**config.mk**
```make
export PLATFORM = sky130hd
export DESIGN_NAME = bit_match_counter
export DESIGN_NICKNAME = d
export VERILOG_FILES = /design/src/rtl/bit_match_counter.sv
export SDC_FILE = /design/constraint.sdc
export NUM_CORES = 1
export LEC_CHECK = 0
export CORE_ASPECT_RATIO = 0.9
export CORE_UTILIZATION = 36
export DETAILED_ROUTE_END_ITERATION = 16
export PLACE_DENSITY = 0.68
export SYNTH_ARGS = -nofsm -noshare
export SYNTH_HDL_FRONTEND = slang
export SYNTH_SLANG_ARGS = --single-unit
```
**constraint.sdc**
```tcl
create_clock -name clk -period 1.8 [get_ports clk]
set_clock_uncertainty 0.1 [all_clocks]
set_input_delay 0.36 -clock clk [delete_from_list [all_inputs] [get_ports clk]]
set_output_delay 0.36 -clock clk [all_outputs]
set_load 0.05 [all_outputs]
```
**src/rtl/bit_match_counter.sv**
```systemverilog
`default_nettype none
// ============================================================================
// Module      : bit_match_counter
// Description : Groups a stream of per-bit equality results into frames of
//               FRAME_LEN beats and reports match/mismatch counts, an
//               all-match flag and the index of the first mismatching beat.
// Revision    : 1.0 - initial release
// ============================================================================
module bit_match_counter #(
  parameter int FRAME_LEN = 8,
  parameter int IDX_W     = $clog2(FRAME_LEN),
  parameter int CNT_W     = $clog2(FRAME_LEN + 1)
) (
  input  logic             clk,
  input  logic             rst,
  input  logic             in_valid,
  input  logic             eq_bit,
  output logic             in_ready,
  input  logic             abort,
  output logic             out_valid,
  input  logic             out_ready,
  output logic [CNT_W-1:0] match_cnt,
  output logic [CNT_W-1:0] mismatch_cnt,
  output logic             all_match,
  output logic [IDX_W-1:0] first_mis_idx
);

  typedef enum logic [0:0] {
    COLLECT = 1'b0,
    REPORT  = 1'b1
  } state_t;

  localparam logic [IDX_W-1:0] LAST_IDX = IDX_W'(FRAME_LEN - 1);

  state_t           state;
  state_t           state_next;
  logic             accept;
  logic             last_beat;
  logic [IDX_W-1:0] bit_idx;
  logic [IDX_W-1:0] mis_idx;
  logic             mis_seen;
  logic [CNT_W-1:0] acc_match;
  logic [CNT_W-1:0] acc_mis;
  logic [CNT_W-1:0] eq_inc;
  logic [CNT_W-1:0] ne_inc;

  // Handshake flags depend on state only, so neither side sees a comb loop.
  assign in_ready  = (state == COLLECT);
  assign out_valid = (state == REPORT);

  // An abort cycle never counts as a beat, even with in_valid high.
  assign accept    = in_valid && in_ready && !abort;
  assign last_beat = accept && (bit_idx == LAST_IDX);
  assign eq_inc    = CNT_W'(eq_bit);
  assign ne_inc    = CNT_W'(!eq_bit);

  // State register.
  always_ff @(posedge clk) begin
    if (rst) begin
      state <= COLLECT;
    end else begin
      state <= state_next;
    end
  end

  // Next-state logic: leave COLLECT on the final beat, leave REPORT on handshake.
  always_comb begin
    state_next = state;
    case (state)
      COLLECT: if (last_beat) state_next = REPORT;
      REPORT:  if (out_ready) state_next = COLLECT;
      default: state_next = COLLECT;
    endcase
  end

  // Frame accumulators; cleared on reset, abort, and when a frame completes.
  always_ff @(posedge clk) begin
    if (rst || (in_ready && abort) || last_beat) begin
      bit_idx   <= '0;
      acc_match <= '0;
      acc_mis   <= '0;
      mis_seen  <= 1'b0;
      mis_idx   <= '0;
    end else if (accept) begin
      bit_idx   <= bit_idx + IDX_W'(1);
      acc_match <= acc_match + eq_inc;
      acc_mis   <= acc_mis + ne_inc;
      if (!eq_bit && !mis_seen) begin
        mis_seen <= 1'b1;
        mis_idx  <= bit_idx;
      end
    end
  end

  // Result registers: load the final totals (including the last beat) and
  // hold them until the next frame completes.
  always_ff @(posedge clk) begin
    if (rst) begin
      match_cnt     <= '0;
      mismatch_cnt  <= '0;
      all_match     <= 1'b0;
      first_mis_idx <= '0;
    end else if (last_beat) begin
      match_cnt     <= acc_match + eq_inc;
      mismatch_cnt  <= acc_mis + ne_inc;
      all_match     <= (acc_mis == '0) && eq_bit;
      first_mis_idx <= mis_seen ? mis_idx : (eq_bit ? '0 : bit_idx);
    end
  end

endmodule
`default_nettype wire

```
==> metrics.yaml <==
netlist-cell-type-count: 23
gp_congestion: 0.839
comb_power_share_pct: 6.1
cp-startpoint: "in_valid"
cp.arrival_ns: 1.82
synth_top_family_by_area: "simple AND/OR/NAND/NOR gates"
avgSynthCellArea_sq_um: 8.74
p_leak_nw: 0.604
ys_seq_area_share_pct: 46.8
hp-class: "reg2reg"
switchingPower_mw: 0.233
ys_ff_latch: 28
rows: 19
worstHoldStart: "acc_match[0]"
grtUsageTotal_pct: 14.8
status: "finished clean"
syn_nets: 149
syn_to_final_growth_pct: 33.9
wl_per_cell_um: 11.7
core_area_sq_um: 3110
drt_wl_total_um: 2460
worstSetupStartpointType: "input port"
slew_violations: 0
hold_viol_final: 0
clock_path_buffers: 2
synth_compound_area_share_pct: 16.9
crit_required_ns: 1.91
final-setup-viol-count: 0
insertion_delay_ns: 0.27
antenna_cells: 0
clk_pin_slew_ns: 0.10
start_util_pct: 38.4
drt_iter0_drc: 45
cap_violations: 0
die_area_sq_um: 3560
clkSinkCount: 28
synth_simple_gate_area_share_pct: 18.4
viasPerCell: 4.91
die_x_um: 62.8
num_io_pins: 20
utilization_pct: 51.5
ant_nets: 0
root_buffer: "clkbuf_8"
power_frac_clock_pct: 41.2
worstReg2RegStart: "bit_idx[0]"
grt-ovfl-total: 0
power_density_nw_per_um2: 741
final_min_period_over_clock_period_pct: 94.8
drive_gt1_share_pct: 23.8
worstMarginPinSlew_ns: 0.352
route.detailed.drc: 0
netlist_area_sq_um: 1200
fin_crit_ns: 1.71
irDropWorstVdd_mv: 0.319
slew_headroom_pct: 76.5
nNetsFinal: 181
grt_start_max_net_pins: 22
first_pass_iters: 4
antenna_found_initial: 0
critPathKind: "in2reg"
num_vias: 1032
hpwlAfterDp_um: 1730
cts_max_level: 1
yosysWarnings: 0
switching_share_pct: 19.6
clock.fmax_ghz: 0.586
worstSetupEndpointType: "flop"
die_y_um: 56.7
grt_pass1_vias: 960
setup_tns_ns: 0
power.internal_mw: 0.955
grt_pass1_wl_um: 4140
portBuffers: 19
synthMuxAreaShare_pct: 3.34
layout_common_cells: "buf_4, dfxtp_1, a21oi_1"
seqPwrFrac_pct: 52.6
critPathMaxFanout: 13
tritoncts: "built"
final_common_cell: "buf_4"
rsz0062_at_grt: "false"
syn_inst: 137
cts_buffers: 3
synth-xor-area-share_pct: 3.66
synthAdderAreaFrac_pct: 6.27
final timing paths:
path | endpoint | slack [ns] | depth (start not counted)
worst max-delay path | acc_match[3] | 0.09 | 4
worst min-delay path | acc_match[0] | 0.38 | 2
worst max register to register | mismatch_cnt[0] | 0.18 | 6
worst min register to register | acc_match[0] | 0.38 | 2
synthesized netlist by cell type:
| master | count | area [sq um] |
|---|---|---|
| dfxtp_1 | 28 | 561 |
| a21oi_1 | 20 | 100 |
| nor2_1 | 15 | 56.3 |
| nand2_1 | 12 | 45.0 |
| a211oi_1 | 7 | 52.6 |
| clkbuf_1 | 7 | 26.3 |
| ha_1 | 6 | 75.1 |
| nand3_1 | 6 | 30.0 |
| inv_1 | 5 | 18.8 |
| mux2i_1 | 4 | 40.0 |
| nor3b_1 | 4 | 30.0 |
| or3_1 | 4 | 25.0 |
| o21ai_1 | 3 | 15.0 |
| o31ai_1 | 3 | 22.5 |
| xnor2_1 | 3 | 26.3 |
| buf_2 | 2 | 10.0 |
| xor2_1 | 2 | 17.5 |
| and4bb_2 | 1 | 12.5 |
| nand2b_1 | 1 | 6.26 |
| nor4_1 | 1 | 6.26 |
| o21ai_0 | 1 | 5.00 |
| o21bai_1 | 1 | 7.51 |
| or3b_1 | 1 | 8.76 |
power by group through the flow:
stage / Clock [mW] / Combinational [mW] / Sequential, mW
finish: 0.490 / 0.0727 / 0.625
global route: 0.524 / 0.0791 / 0.626
CTS: 0.498 / 0.0718 / 0.625
detailed placement: 0 / 0.0701 / 0.640
global placement: 0 / 0.0681 / 0.639
floorplan: 0 / 0.0336 / 0.638
per-stage QoR:
stage	cells	hold WS (ns)	total power, mW	worst slack (ns)	area (sq um)
global placement	206	0.348	0.707	-0.253	1520
floorplan	137	0.333	0.671	0.0853	1200
CTS	210	0.379	1.19	0.0674	1600
detailed placement	206	0.364	0.710	-0.277	1520
global route	210	0.402	1.23	0.0482	1600
finish	210	0.376	1.19	0.0943	1600
registers in the layout, summed over array words and instances (netlist names), 3 cells and up:
name and cells:
acc_match 4, first_mis_idx 3, match_cnt 4, mis_idx 3, bit_idx 3, mismatch_cnt 4
acc_mis 4
repair_timing:
item                                    4_1_cts  5_1_grt
endpoints found under the setup margin        1        1
hold buffers                                  0        0
setup buffers                                 0        0
gates resized for setup                       1        4
worst max-delay path, stage by stage:
cell,delay (ns)
clkdlybuf4s50_1,0.49
or3b_4,0.46
or3_1,0.37
a21oi_1,0.14
layer usage:
metal / global-route usage, % / part of all wire (%)
met5: 0 / 0
met4: 7.64 / 1.8
met3: 2.85 / 4.5
met2: 24.8 / 48
met1: 18.0 / 46
final cells by class:
class / count / area, sq um
clock buffer: 3 / 41.3
clock inverter: 1 / 30.0
fill: 290 / 1510
inverter: 5 / 18.8
multi-input combinational: 95 / 589
sequential: 28 / 561
tap: 42 / 52.6
timing repair buffer: 36 / 310
cell families (layout without fill, tap and decap cells):
group	count (synthesis)	count (layout)
DFF	28	28
and+or+nand+nor	45	45
adders and majority gates	6	6
buffers and inverters	14	45
xor gates and xnor gates	5	5
AOI/OAI and AO/OA	35	35
muxes	4	4
No activity file was read; power rests on OpenSTA's default activity.
